`src/rtl/serial_add_sub_if.sv`:
```
// Start/done request and result bus for the digit-serial adder/subtractor.
// The master drives the operation request; the slave returns status and sticky results.
interface serial_add_sub_if #(
  parameter int unsigned WIDTH = 8
);

  logic             start;
  logic             mode;
  logic [WIDTH-1:0] a;
  logic [WIDTH-1:0] b;
  logic             cin;

  logic             busy;
  logic             done;
  logic [WIDTH-1:0] result;
  logic             cout_brw;
  logic             overflow;

  modport master (
    output start, mode, a, b, cin,
    input  busy, done, result, cout_brw, overflow
  );

  modport slave (
    input  start, mode, a, b, cin,
    output busy, done, result, cout_brw, overflow
  );

endinterface

```
`src/rtl/serial_add_sub.sv`:
```
// Digit-serial N-bit adder/subtractor: one shared DIGIT-wide slice, LSB-first,
// registered carry between digits, start/done handshake with sticky results.
module serial_add_sub #(
  parameter int unsigned WIDTH = 8,
  parameter int unsigned DIGIT = 1
) (
  input  logic              clk_i,
  input  logic              rst_i,
  serial_add_sub_if.slave   bus
);

  localparam int unsigned N     = WIDTH / DIGIT;
  localparam int unsigned CNT_W = (N > 1) ? $clog2(N) : 1;

  typedef enum logic [1:0] {
    S_IDLE = 2'd0,
    S_RUN  = 2'd1,
    S_DONE = 2'd2
  } state_e;

  state_e           state_q, state_d;
  logic [WIDTH-1:0] a_q, a_d;
  logic [WIDTH-1:0] b_q, b_d;
  logic [WIDTH-1:0] acc_q, acc_d;
  logic [WIDTH-1:0] result_q, result_d;
  logic [CNT_W-1:0] cnt_q, cnt_d;
  logic             mode_q, mode_d;
  logic             carry_q, carry_d;
  logic             busy_q, busy_d;
  logic             done_q, done_d;
  logic             cout_q, cout_d;
  logic             ovf_q, ovf_d;

  logic [DIGIT-1:0] a_dig;
  logic [DIGIT-1:0] b_dig;
  logic [DIGIT-1:0] sum_dig;
  logic             carry_msb_in;
  logic             carry_out;
  logic [WIDTH-1:0] acc_shift;
  logic             last_digit;

  // Shared slice: subtract is a + ~b with the inverted borrow preloaded as carry.
  always_comb begin
    logic c;
    a_dig        = a_q[DIGIT-1:0];
    b_dig        = b_q[DIGIT-1:0] ^ {DIGIT{mode_q}};
    sum_dig      = '0;
    carry_msb_in = 1'b0;
    c            = carry_q;
    for (int i = 0; i < DIGIT; i++) begin
      sum_dig[i]   = a_dig[i] ^ b_dig[i] ^ c;
      carry_msb_in = c;
      c            = (a_dig[i] & b_dig[i]) | (a_dig[i] & c) | (b_dig[i] & c);
    end
    carry_out = c;
    acc_shift = WIDTH'({sum_dig, acc_q} >> DIGIT);
  end

  assign last_digit = (cnt_q == CNT_W'(N - 1));

  // Next-state and datapath control.
  always_comb begin
    state_d  = state_q;
    a_d      = a_q;
    b_d      = b_q;
    acc_d    = acc_q;
    result_d = result_q;
    cnt_d    = cnt_q;
    mode_d   = mode_q;
    carry_d  = carry_q;
    busy_d   = 1'b0;
    done_d   = 1'b0;
    cout_d   = cout_q;
    ovf_d    = ovf_q;

    unique case (state_q)
      S_IDLE, S_DONE: begin
        if (bus.start) begin
          state_d = S_RUN;
          a_d     = bus.a;
          b_d     = bus.b;
          mode_d  = bus.mode;
          carry_d = bus.cin ^ bus.mode;
          cnt_d   = '0;
          acc_d   = '0;
          busy_d  = 1'b1;
        end else begin
          state_d = S_IDLE;
        end
      end
      S_RUN: begin
        a_d     = a_q >> DIGIT;
        b_d     = b_q >> DIGIT;
        acc_d   = acc_shift;
        carry_d = carry_out;
        cnt_d   = cnt_q + CNT_W'(1);
        if (last_digit) begin
          state_d  = S_DONE;
          done_d   = 1'b1;
          result_d = acc_shift;
          cout_d   = carry_out ^ mode_q;
          ovf_d    = carry_msb_in ^ carry_out;
        end else begin
          busy_d   = 1'b1;
        end
      end
      default: begin
        state_d = S_IDLE;
      end
    endcase
  end

  always_ff @(posedge clk_i) begin
    if (rst_i) begin
      state_q  <= S_IDLE;
      a_q      <= '0;
      b_q      <= '0;
      acc_q    <= '0;
      result_q <= '0;
      cnt_q    <= '0;
      mode_q   <= 1'b0;
      carry_q  <= 1'b0;
      busy_q   <= 1'b0;
      done_q   <= 1'b0;
      cout_q   <= 1'b0;
      ovf_q    <= 1'b0;
    end else begin
      state_q  <= state_d;
      a_q      <= a_d;
      b_q      <= b_d;
      acc_q    <= acc_d;
      result_q <= result_d;
      cnt_q    <= cnt_d;
      mode_q   <= mode_d;
      carry_q  <= carry_d;
      busy_q   <= busy_d;
      done_q   <= done_d;
      cout_q   <= cout_d;
      ovf_q    <= ovf_d;
    end
  end

  assign bus.busy     = busy_q;
  assign bus.done     = done_q;
  assign bus.result   = result_q;
  assign bus.cout_brw = cout_q;
  assign bus.overflow = ovf_q;

endmodule
```
`src/flat_wrapper.sv`:
```
// flat-port wrapper written by rule: the top's interface ports become plain ports
module serial_add_sub_flat 
#(
  parameter int unsigned WIDTH = 8,
  parameter int unsigned DIGIT = 1
)
  (clk_i, rst_i, bus_start, bus_mode, bus_a, bus_b, bus_cin, bus_busy, bus_done, bus_result, bus_cout_brw, bus_overflow);
  serial_add_sub_if #(.WIDTH(WIDTH)) bus_i ();
  input  logic clk_i;
  input  logic rst_i;
  input wire logic [$bits(bus_i.start)-1:0] bus_start;
  input wire logic [$bits(bus_i.mode)-1:0] bus_mode;
  input wire logic [$bits(bus_i.a)-1:0] bus_a;
  input wire logic [$bits(bus_i.b)-1:0] bus_b;
  input wire logic [$bits(bus_i.cin)-1:0] bus_cin;
  output wire logic [$bits(bus_i.busy)-1:0] bus_busy;
  output wire logic [$bits(bus_i.done)-1:0] bus_done;
  output wire logic [$bits(bus_i.result)-1:0] bus_result;
  output wire logic [$bits(bus_i.cout_brw)-1:0] bus_cout_brw;
  output wire logic [$bits(bus_i.overflow)-1:0] bus_overflow;
  assign bus_i.start = bus_start;
  assign bus_i.mode = bus_mode;
  assign bus_i.a = bus_a;
  assign bus_i.b = bus_b;
  assign bus_i.cin = bus_cin;
  assign bus_busy = bus_i.busy;
  assign bus_done = bus_i.done;
  assign bus_result = bus_i.result;
  assign bus_cout_brw = bus_i.cout_brw;
  assign bus_overflow = bus_i.overflow;
  serial_add_sub #(.WIDTH(WIDTH), .DIGIT(DIGIT)) u_core (.clk_i(clk_i), .rst_i(rst_i), .bus(bus_i));
endmodule
```
`config.mk`:
```
export PLATFORM = sky130hd
export DESIGN_NAME = serial_add_sub_flat
export DESIGN_NICKNAME = d
export VERILOG_FILES = /design/src/rtl/serial_add_sub_if.sv /design/src/rtl/serial_add_sub.sv /design/src/flat_wrapper.sv
export SDC_FILE = /design/constraint.sdc
export NUM_CORES = 1
export LEC_CHECK = 0
export CAP_MARGIN = 40
export CORE_MARGIN = 2
export CORE_UTILIZATION = 50
export DETAILED_ROUTE_END_ITERATION = 10
export GPL_ROUTABILITY_DRIVEN = 0
export GPL_TIMING_DRIVEN = 0
export PLACE_DENSITY = 0.75
export SLEW_MARGIN = 20
export SYNTH_ARGS = -nofsm -noshare
export SYNTH_HDL_FRONTEND = slang
export SYNTH_SLANG_ARGS = --single-unit
```
`constraint.sdc`:
```
create_clock -name clk_i -period 1.5 [get_ports clk_i]
set_input_delay 0.3 -clock clk_i [delete_from_list [all_inputs] [get_ports clk_i]]
set_output_delay 0.3 -clock clk_i [all_outputs]
set_load 0.01 [all_outputs]
```
Word-level counts from Yosys, hierarchy flattened
Index checks and enable logic that the tools add are counted.
Storage, ports and cells
  register bits after elaboration: 43
  logic and storage cells: 54
Operators by class
  reductions and logical operators: 7
  bitwise operators: 12
  add/subtract/negate cells: 1
  equality and inequality tests: 5
  multiplexer cells: 17
Operator list (count)
  8-bit one-hot mux with 2 select lines: 3
  8-bit two-way mux: 3
  3-bit one-hot mux with 2 select lines: 1
  2-bit AND reduction: 3
  1-bit XOR: 6
  1-bit two-way mux: 5
  1-bit one-hot mux with 2 select lines: 2
  2-bit one-hot mux with 2 select lines: 1
  2-bit OR reduction: 2
  3-bit by 1-bit adder with 3-bit output (second input constant): 1
  1-bit AND: 3
  3-bit equality test (second input constant): 1
  3-bit two-way mux: 1
  2-bit by 1-bit equality test with 1-bit output (second input constant): 1
  2-bit equality test (second input constant): 1
  2-bit zero test: 1
  2-bit two-way mux: 1
  2-bit by 1-bit inequality test with 1-bit output (second input constant): 1
  2-bit inequality test (second input constant): 1
  1-bit bitwise OR: 2
  2-bit nonzero test: 1
  1-bit NOT: 1

Depth between registers and ports, before layout
Gate-level depths: netlist (run 1).
  depth in word-level cells: 5
  gate-level depth with buffers: 6
  gate-level depth less buffers: 5

Worst setup path before layout (run 1)
OpenSTA, ideal clock, no wires.
  path kind: flip-flop to flip-flop
  from: register u_core.cnt_q[0]
  to: register u_core.result_q[1] (netlist: u_core.bus.result[1])
  buffers on the path: 1
  stages on the path, launching flop included: 7
  data arrival time: 1233 ps
  required time: 1430 ps
  setup slack: 197 ps
  cells stage by stage: dfxtp_1 -> ha_1 -> ha_1 -> nand3b_1 -> clkbuf_1 -> nand2_1 -> a21oi_1
On the way
  cells in the longest elaborated chain, start to end: 2
Ends and longest elaborated chain
  start, declared: RTL line serial_add_sub.sv:26  | logic [CNT_W-1:0] cnt_q, cnt_d;
  start signal, assigned: RTL line serial_add_sub.sv:133  | cnt_q <= cnt_d;
  3-bit equality test: RTL line serial_add_sub.sv:59  | assign last_digit = (cnt_q == CNT_W'(N - 1));
  named net u_core.last_digit: RTL line serial_add_sub.sv:40  | logic last_digit;
  2-bit AND reduction (no line)
  end signal, assigned: RTL line serial_add_sub.sv:132  | result_q <= result_d;
  end, declared: RTL line serial_add_sub.sv:25  | logic [WIDTH-1:0] result_q, result_d;
The timed path passes the listed nets, and every way through them passes these cells.
A chain may end at the register's enable or synchronous reset.

Final worst setup path (run 1)
  from: register u_core.cnt_q[0]
  to: register u_core.result_q[7] (netlist: u_core.bus.result[7])
The elaborated chain is that of the path after synthesis.

==> results of run 1 <==
==> layout make-up <==
cell class | instances | area share [%]
well taps | 44 | 2.58
plain buffers | 16 | 4.27
flip-flops and latches | 42 | 39.5
inverters | 2 | 0.351
repair buffers | 32 | 14.2
clock inverters | 2 | 2.81
clock buffers | 6 | 2.40
multi-input cells | 131 | 34.0
==> sequential cells by signal, summed over array words and instances, names as in the netlist <==
| signal | flops |
|---|---|
| u_core.bus.busy | 1 |
| u_core.a_q | 8 |
| u_core.b_q | 8 |
| u_core.bus.cout_brw | 1 |
| u_core.bus.overflow | 1 |
| u_core.bus.result | 8 |
| u_core.mode_q | 1 |
| u_core.carry_msb_in | 1 |
| u_core.bus.done | 1 |
| u_core.state_q | 2 |
| u_core.acc_q | 7 |
| u_core.cnt_q | 3 |
==> timing repair <==
item	CTS	global route
gates resized for setup	12	5
setup buffers	0	1
setup endpoints to repair	20	10
endpoints found under the hold margin	0	0
==> per-layer routing <==
| metal | GRT usage (%) | vias to the layer above | wire length, um |
|---|---|---|---|
| li1 | - | 736 | - |
| met1 | 27.4 | 680 | 1680 |
| met2 | 34.4 | 37 | 1750 |
| met3 | 6.30 | 5 | 181 |
| met4 | 6.99 | 0 | 42 |
| met5 | 0 | - | 0 |
==> through the flow <==
stage | instance area (sq um) | setup WS (ns)
2_1_floorplan | 1660 | 0.197
3_3_place_gp | 2020 | -0.116
3_5_place_dp | 2020 | -0.156
4_1_cts | 2110 | 0.0548
5_1_grt | 2140 | -0.00375
6_report | 2140 | 0.0774
==> cell families after synthesis <==
family,share of synthesized area (%)
flops,50.8
fa+ha+maj,2.72
xor+xnor,2.12
buf+inv,6.04
simple gates,19.4
compound gates,19.0
==> placed cells by master, fill, tap and decap left out, types with 2 or more instances in the layout <==
cell	count
bufinv_16	2
nand2b_1	4
clkbuf_4	6
nand3_1	27
clkdlybuf4s50_1	19
dfxtp_1	40
a22oi_1	14
buf_2	4
inv_1	2
nor2_1	5
dlygate4sd2_1	12
dfxtp_2	2
nand2_1	30
xnor2_1	2
a21oi_1	37
buf_4	5
clkbuf_1	6
ha_1	2
==> how the worst max path moves through the flow <==
stage / start / end / slack, ns / cells after the start
3_3_place_gp: bus_start / u_core.b_q[3] / -0.12 / 6
3_5_place_dp: bus_start / u_core.b_q[5] / -0.16 / 6
6_report: u_core.cnt_q[0] / u_core.bus.result[7] / 0.08 / 5
2_1_floorplan: u_core.cnt_q[0] / u_core.bus.result[1] / 0.20 / 6
4_1_cts: u_core.cnt_q[0] / u_core.bus.result[4] / 0.05 / 5
5_1_grt: u_core.mode_q / u_core.acc_q[7] / -0.004 / 4
==> worst max-delay path: cells and delay by family, from the launching register on <==
kind,cells,cell delay (ns)
fa+ha+maj,2,0.40
flops,1,0.34
compound gates,1,0.23
simple gates,1,0.19
buf+inv,1,0.19
==> where the power goes <==
part | internal (W) | switching (W)
registers | 0.00116 | 0.0000278
clock network | 0.000565 | 0.000370
logic | 0.000134 | 0.000143
==> results.md, run 1 <==
* Remaining DRCs at 0
* Violation count after the first detailed-routing iteration at 49
* NumNets Final at 254
* Most common flop cell mapped by yosys: dfxtp_1
* I/O pin count at 33
* Hold buffers post-CTS at 0
* Max Slew Vio Count at 0
* Row count at 20
* PortBufs at 31
* Mapped Nets at 216
* Initial core utilization at 53.4%
* Dominant cell type by area after synthesis: dfxtp_1
* Yosys cell types at 23
* Tot Pwr at 0.00240 W
* Hold Path Class: input port to flop
* Tcrit/Tclk final at 94.8%
* Core Area at 0.00310 sq mm
* H-tree Lvls at 2
* Total grt overflow at 0
* Outcome: finished clean
* Worst-Margin Slew at 0.496 ns
* R2r setup slk at 0.08 ns
* Async set-or-reset flop fraction in the synthesized netlist at 0%
* Crit. End Element: flop
* Critical path type: flop to flop
* Yosys reg bits at 42
* Via count at 1,458
* Worst path max stage delay at 0.34 ns
* Pre-Repair DR Iteration Count at 4
* Vias in the first global route at 1,336
* Final setup TNS at 0 ns
* Non-Filler Instances at 275
* Root Driver: clkbuf_4
* Max-cap violations at 0
* Area occupied by multi-input gates at 726 sq um
* R2R Path End: u_core.bus.result[7]
* Fin util at 68.9%
* Post-Syn Area per Cell at 8.63 sq um
* CTS tree: done
* Final ANT Viol Nets at 0
* Static Leak at 0.811 nW
* Hold Slack at 0.262 ns
* Clock Skew at 0.00718 ns
* Area added between synthesis and finish at 29.0%
* Worst path required time at 1.78 ns
* Crit Reg-Reg Startpoint: u_core.cnt_q[0]
* GRT Total Usage at 21.3%
* Crit path arrival time at 1.70 ns
* Normalized max-slew margin at 66.9%
* Initial antenna violation count at 0
* Area share of the largest cell type after synthesis at 50.8%
* Final Hold Fails at 0
* Largest net degree at the start of global routing at 14
* Register Area at 843 sq um
* RSZ-0062 raised after global routing: yes
* Worst hold path depth at 2
* Critical-path top delay cell: dfxtp_2
* Worst reg2reg path depth at 5
* CTS Sinks at 42
* Number of synthesized flops with an enable pin at 0
* CP most frequent cell: ha_1
* Cell Area, Synth at 0.00166 sq mm
* Layout cell share with drive strength beyond 1 at 9.96%
* Placed cells at 267
* Cells after Synth at 192
* Clock slew at the register clock pins of the worst setup and hold paths at 0.12 ns
* CP Launch Type: flop
* Max VDD drop at 0.000898 V
* Drt via density at 5.30
* Clock Tree Buf Depth at 2
* N_diodes at 0
* FMAX at 703 MHz
* Setup violations, final at 0
* Worst hold endpoint: u_core.b_q[7]
* PD cells at 1120 mW/mm^2
* Clock Latency Late Sink at 0.35 ns
* Worst-path cell chain: ha_1, ha_1, and3b_1, clkbuf_4, a211oi_1
* Die width at 61.6 um
* Worst-path fanout max at 10
* Die ar. at 0.00379 sq mm
* Fill cell count at 279
* Most instantiated cells after synthesis: dfxtp_1, a21oi_1, nand2_1, nand3_1, a22oi_1
* Sequential area share after synthesis at 50.8%
* Post-Route WL at 3660 um
* Routed len/inst at 13.3 um
* Die height at 61.6 um
* Top post-synthesis cells by area: dfxtp_1, a21oi_1, nand3_1, nand2_1, a22oi_1
* Global-route wire length before repair at 5890 um
* Hold wc startpoint: rst_i
* Synth Warn # at 0
* Post-layout min period at 1.42 ns
* Final HPWL DP at 2580 um
* Most frequent cell after synthesis: dfxtp_1
* Num CTS Buffers at 5
Power figures use the tool's default switching activity.
==> run 2: changes to the inputs <==
- CORE_UTILIZATION: 50 -> 35
- PLACE_DENSITY: 0.75 -> 0.55
==> results.md, run 2 (synthesis gave the netlist of run 1 again) <==
* Layout cell share with drive strength beyond 1 at 8.62% (-1.3 points)
* Worst-path fanout max at 2 (-8)
* Worst path required time at 1.20 ns (-0.58 ns)
* Most frequent cells in the layout: dfxtp_1, a21oi_1, nand2_1, clkdlybuf4s50_1, nand3_1
* Worst reg2reg path depth at 5 (unchanged)
* Final HPWL DP at 2610 um (+1.4%)
* Final Hold Fails at 0 (unchanged)
* Pre-Repair DR Iteration Count at 4 (unchanged)
* Die height at 72.8 um (+18%)
* Tot Pwr at 0.00222 W (-7.6%)
* Post-layout min period at 1.45 ns (+0.0291 ns)
* Crit path arrival time at 1.15 ns (-0.55 ns)
* RSZ-0062 raised after global routing: no
* CP Launch Type: flop
* WL met3 at 177 um (-2.2%)
* Clock Tree Buf Depth at 2 (unchanged)
* Worst hold path depth at 2 (unchanged)
* Crit. End Element: primary output
* Die ar. at 0.00530 sq mm (+40%)
* Drt via density at 5.01 (-5.5%)
* Core Area at 0.00463 sq mm (+49%)
* Setup violations, final at 0 (unchanged)
* PortBufs at 31 (unchanged)
* Non-Filler Instances at 286 (+4.0%)
* FMAX at 689 MHz (-2.0%)
* Outcome: finished clean
* GRT Total Usage at 15.6% (-5.7 points)
* Worst-Margin Slew at 0.519 ns (+0.0226 ns)
* Global-route wire length before repair at 6190 um (+5.2%)
* I/O pin count at 33 (unchanged)
* Critical path type: flop to primary output
* Critical-path top delay cell: clkdlybuf4s50_1
* R2r setup slk at 0.10 ns (+0.02 ns)
* Violation count after the first detailed-routing iteration at 119 (+140%)
* Row count at 25 (+25%)
* NumNets Final at 255 (+0.39%)
* Area added between synthesis and finish at 29.7%
* H-tree Lvls at 2 (unchanged)
* Clock Skew at 0.00654 ns (-0.000634 ns)
* Static Leak at 0.795 nW (-2.0%)
* Most common cell after layout, fill and taps aside: dfxtp_1
* Hold wc startpoint: rst_i
* Max Slew Vio Count at 0 (unchanged)
* Post-Route WL at 3680 um (+0.63%)
* Clock slew at the register clock pins of the worst setup and hold paths at 0.08 ns (-0.04 ns)
* Num CTS Buffers at 5 (unchanged)
* Initial core utilization at 35.8% (-18 points)
* Routed len/inst at 12.9 um (-3.2%)
* M1 WL at 1820 um (+8.1%)
* Initial antenna violation count at 0 (unchanged)
* Worst-path cell chain: clkdlybuf4s50_1
* Tcrit/Tclk final at 96.8% (+1.9 points)
* Vias in the first global route at 1,273 (-4.7%)
* Final ANT Viol Nets at 0 (unchanged)
* Root Driver: clkbuf_8
* Max VDD drop at 0.000429 V (-52%)
* Via count at 1,433 (-1.7%)
* Crit Reg-Reg Startpoint: u_core.cnt_q[0]
* Placed cells at 277 (+3.7%)
* Delay-heaviest family, CP: buffers and inverters
* R2R Path End: u_core.bus.result[7]
* Largest net degree at the start of global routing at 14 (unchanged)
* Worst hold endpoint: u_core.b_q[7]
* Remaining DRCs at 0 (unchanged)
* Hold Path Class: input port to flop
* Routed length on met2 at 1610 um (-7.9%)
* N_diodes at 0 (unchanged)
* CTS tree: done
* Die width at 72.8 um (+18%)
* CTS Sinks at 42 (unchanged)
* Max-cap violations at 0 (unchanged)
* Normalized max-slew margin at 65.4% (-1.5 points)
* Clock Latency Late Sink at 0.29 ns (-0.06 ns)
* Max Used Layer: met4
* Total grt overflow at 0 (unchanged)
* Crit path buffers/inverters at 1 (unchanged)
* PD cells at 1030 mW/mm^2 (-8.1%)
* Worst path max stage delay at 0.53 ns (+0.19 ns)
-- run 2: cell count changes in the layout (fill, tap and decap cells not counted), sizes merged --
cell / before / now
dlygate4sd2: 12 / 0
clkdlybuf4s50: 19 / 28
dlymetal6s2s: 0 / 3
buf: 10 / 12
bufinv: 2 / 0
clkbuf: 13 / 12
clkinv: 0 / 1
clkinvlp: 0 / 1
-- run 2: repair_timing --
action / CTS / global route
buffers inserted: 0 / 2
hold buffers: 0 / 0
pin swaps: 0 / 0
hold endpoints to repair: 0 / 0
setup endpoints to repair: 8 / 12
gates resized for setup: 0 / 3
-- run 2: how the worst max path moves through the flow --
stage	start	endpoint	cells after the start	slack, ns
after floorplan	u_core.cnt_q[0]	u_core.bus.result[1]	6	0.20
after global placement	bus_start	u_core.b_q[1]	6	-0.16
after detailed placement	bus_start	u_core.b_q[1]	6	-0.16
after CTS	u_core.bus.result[7]	bus_result[7]	1	0.009
after global routing	u_core.bus.result[4]	bus_result[4]	1	0.004
final	u_core.bus.result[2]	bus_result[2]	1	0.05
-- run 2: final cells by class --
class,instances,area (sq um)
plain buffers,16,88.8
clock buffers,6,82.6
clock inverters,2,12.5
fillers,493,2480
inverters,2,7.51
multi-input cells,131,716
flip-flops and latches,42,841
well taps,54,67.6
repair buffers,33,333
-- run 2: stage by stage --
step	cell area [sq um]	utilization (%)	setup slack, ns	hold slack [ns]	TNS (ns)
floorplan	1660	-	0.197	0.432	0
global placement	2030	43.9	-0.161	0.440	-1.62
detailed placement	2030	43.9	-0.162	0.443	-1.84
CTS	2130	45.9	0.00874	0.307	0
global route	2150	46.4	0.00417	0.352	0
finish	2150	46.4	0.0483	0.315	0
-- run 2: power by group --
group | internal (W) | switching [W]
clock network | 0.000370 | 0.000387
registers | 0.00116 | 0.0000254
logic | 0.000133 | 0.000144
total | 0.00166 | 0.000557
-- run 2: routing by layer --
metal	global-route usage, %	vias up
li1	-	741
met1	21.8	656
met2	22.6	29
met3	4.14	7
met4	6.79	0
met5	0	-
==> run 3: changes to the inputs <==
--- a/config.mk
+++ b/config.mk
@@ -9,4 +9,5 @@
 export CORE_MARGIN = 2
 export CORE_UTILIZATION = 35
+export CTS_CLUSTER_SIZE = 24
 export DETAILED_ROUTE_END_ITERATION = 10
 export GPL_ROUTABILITY_DRIVEN = 0
==> constraint.sdc (replaced) <==
create_clock -name clk_i -period 1.5 [get_ports clk_i]
set_input_delay 0.3 -clock clk_i [delete_from_list [all_inputs] [get_ports clk_i]]
set_output_delay 0.3 -clock clk_i [all_outputs]
set_load 0.1 [all_outputs]
==> results.md, run 3 (synthesis gave the netlist of run 1 again) <==
* Initial core utilization at 35.8% (unchanged)
* Worst path required time at 1.71 ns (+0.51 ns)
* GRT Total Usage at 15.4% (-0.20 points)
* PortBufs at 31 (unchanged)
* FMAX at 712 MHz (+3.3%)
* I/O pin count at 33 (unchanged)
* Dpl ws at -0.163 ns (-0.00131 ns)
* Post-Route WL at 3800 um (+3.2%)
* Static Leak at 0.876 nW (+10%)
* Total grt overflow at 0 (unchanged)
* Hold Slack at 0.331 ns (+0.0162 ns)
* Initial antenna violation count at 0 (unchanged)
* Worst-path fanout max at 10 (+8)
* Drt via density at 5.13 (+2.4%)
* Routed len/inst at 12.9 um (about the same)
* Power Internal at 0.00179 W (+8.0%)
* Final Instance Area at 0.00236 sq mm (+9.8%)
* CTS Sinks at 42 (unchanged)
* Most frequent cells in the layout: dfxtp_1, a21oi_1, nand2_1, nand3_1, clkdlybuf4s50_1
* Crit. End Element: flop
* Area added between synthesis and finish at 42.4%
* Clock network fraction of design power at 37.0% (+2.9 points)
* Max VDD drop at 0.000408 V (-4.8%)
* Post-route setup slack at 0.0949 ns (+0.0467 ns)
* Fill cell count at 456 (-7.5%)
* Via count at 1,514 (+5.7%)
* Crit path arrival time at 1.62 ns (+0.47 ns)
* NumNets Final at 264 (+3.5%)
* CTS tree: done
* Clock Tree Buf Depth at 2 (unchanged)
* Critical path type: flop to flop
* Final Hold Fails at 0 (unchanged)
* H-tree Lvls at 2 (unchanged)
* P_sw at 0.000561 W (+0.69%)
* Clock slew at the register clock pins of the worst setup and hold paths at 0.08 ns (about the same)
* Final ANT Viol Nets at 0 (unchanged)
* Remaining DRCs at 0 (unchanged)
* Core Area at 0.00463 sq mm (unchanged)
* Hold Path Class: input port to flop
* Vias in the first global route at 1,354 (+6.4%)
* Die width at 72.8 um (unchanged)
* Die ar. at 0.00530 sq mm (unchanged)
* Num CTS Buffers at 5 (unchanged)
* RSZ-0062 raised after global routing: no
* Tot Pwr at 0.00236 W (+6.2%)
* Max-cap violations at 0 (unchanged)
* Sequential power share at 50.3% (-3.1 points)
* Max Slew Vio Count at 0 (unchanged)
* Most common cell after layout, fill and taps aside: dfxtp_1
* PD cells at 999 mW/mm^2 (-3.3%)
* Setup violations, final at 0 (unchanged)
* CP Launch Type: flop
* Final HPWL DP at 2650 um (+1.2%)
* Tcrit/Tclk final at 93.7% (-3.1 points)
* Post-layout min period at 1.41 ns (-0.0467 ns)
* Violation count after the first detailed-routing iteration at 99 (-17%)
* N_diodes at 0 (unchanged)
* Layout cell share with drive strength beyond 1 at 12.9% (+4.2 points)
* Placed cell areas at 0.00221 sq mm (+8.9%)
* Final setup TNS at 0 ns (unchanged)
* Die height at 72.8 um (unchanged)
* Root Driver: clkbuf_8
* Largest net degree at the start of global routing at 13 (-1)
* Switching part of the total at 23.8% (-1.3 points)
* Comb pwr share at 12.7% (+0.2 points)
* Global-route wire length before repair at 6330 um (+2.3%)
* Pre-Repair DR Iteration Count at 4 (unchanged)
* Clock Latency Late Sink at 0.29 ns (about the same)
* Outcome: finished clean
* Normalized max-slew margin at 63.9% (-1.5 points)
* Worst-Margin Slew at 0.542 ns (+0.0229 ns)
* Hold buffers post-CTS at 0 (unchanged)
* Row count at 25 (unchanged)
* Clock Skew at 0.00498 ns (-0.00157 ns)
[run 3: area by class of cell]
cell class                 instances  area, sq um  share of cell area (%)
sequential                        42          841                    35.6
inverter                           2         7.51                   0.318
clock buffer                       7         76.3                    3.24
clock inverter                     1         30.0                    1.27
buffer                            16         91.3                    3.87
timing repair buffer              42          524                    22.2
tap                               54         67.6                    2.86
multi-input combinational        131          721                    30.6
[run 3: power by group through the flow]
stage          Sequential [W]  Combinational (W)  Clock [W]
2_1_floorplan         0.00122           0.000172          0
3_3_place_gp          0.00121           0.000294          0
3_5_place_dp          0.00121           0.000301          0
4_1_cts               0.00119           0.000300   0.000889
5_1_grt               0.00119           0.000330   0.000943
6_report              0.00119           0.000299   0.000871
[run 3: routing by layer]
layer / GRT usage (%) / vias up / part of all wire [%] / wire length, um
li1: - / 759 / - / -
met1: 20.9 / 711 / 49 / 1840
met2: 24.1 / 39 / 46 / 1750
met3: 4.56 / 5 / 4.4 / 167
met4: 3.70 / 0 / 0.90 / 34
met5: 0 / - / 0 / 0
[run 3: final timing paths]
kind                       start                   end  slack, ns  cells after the start
max              u_core.cnt_q[0]  u_core.bus.result[7]       0.09                      5
min                        rst_i         u_core.b_q[7]       0.33                      2
max reg2reg      u_core.cnt_q[0]  u_core.bus.result[7]       0.09                      5
min reg2reg  u_core.bus.overflow   u_core.bus.overflow       0.45                      2
[run 3: per-stage QoR]
step,instances,utilization [%]
finish,295,50.9
detailed placement,289,47.8
global route,295,50.9
CTS,293,50.5
floorplan,192,-
global placement,277,43.9
[run 3: what timing repair did]
item,CTS,global route
buffers inserted,0,2
gates resized for setup,21,2
endpoints found under the setup margin,20,10
[run 3: worst max-delay path, cell delays in order (launching register included)]
cell and delay [ns]:
dfxtp_1 0.33, ha_1 0.20, ha_1 0.21, and3b_1 0.18, clkbuf_4 0.19, a211oi_2 0.22
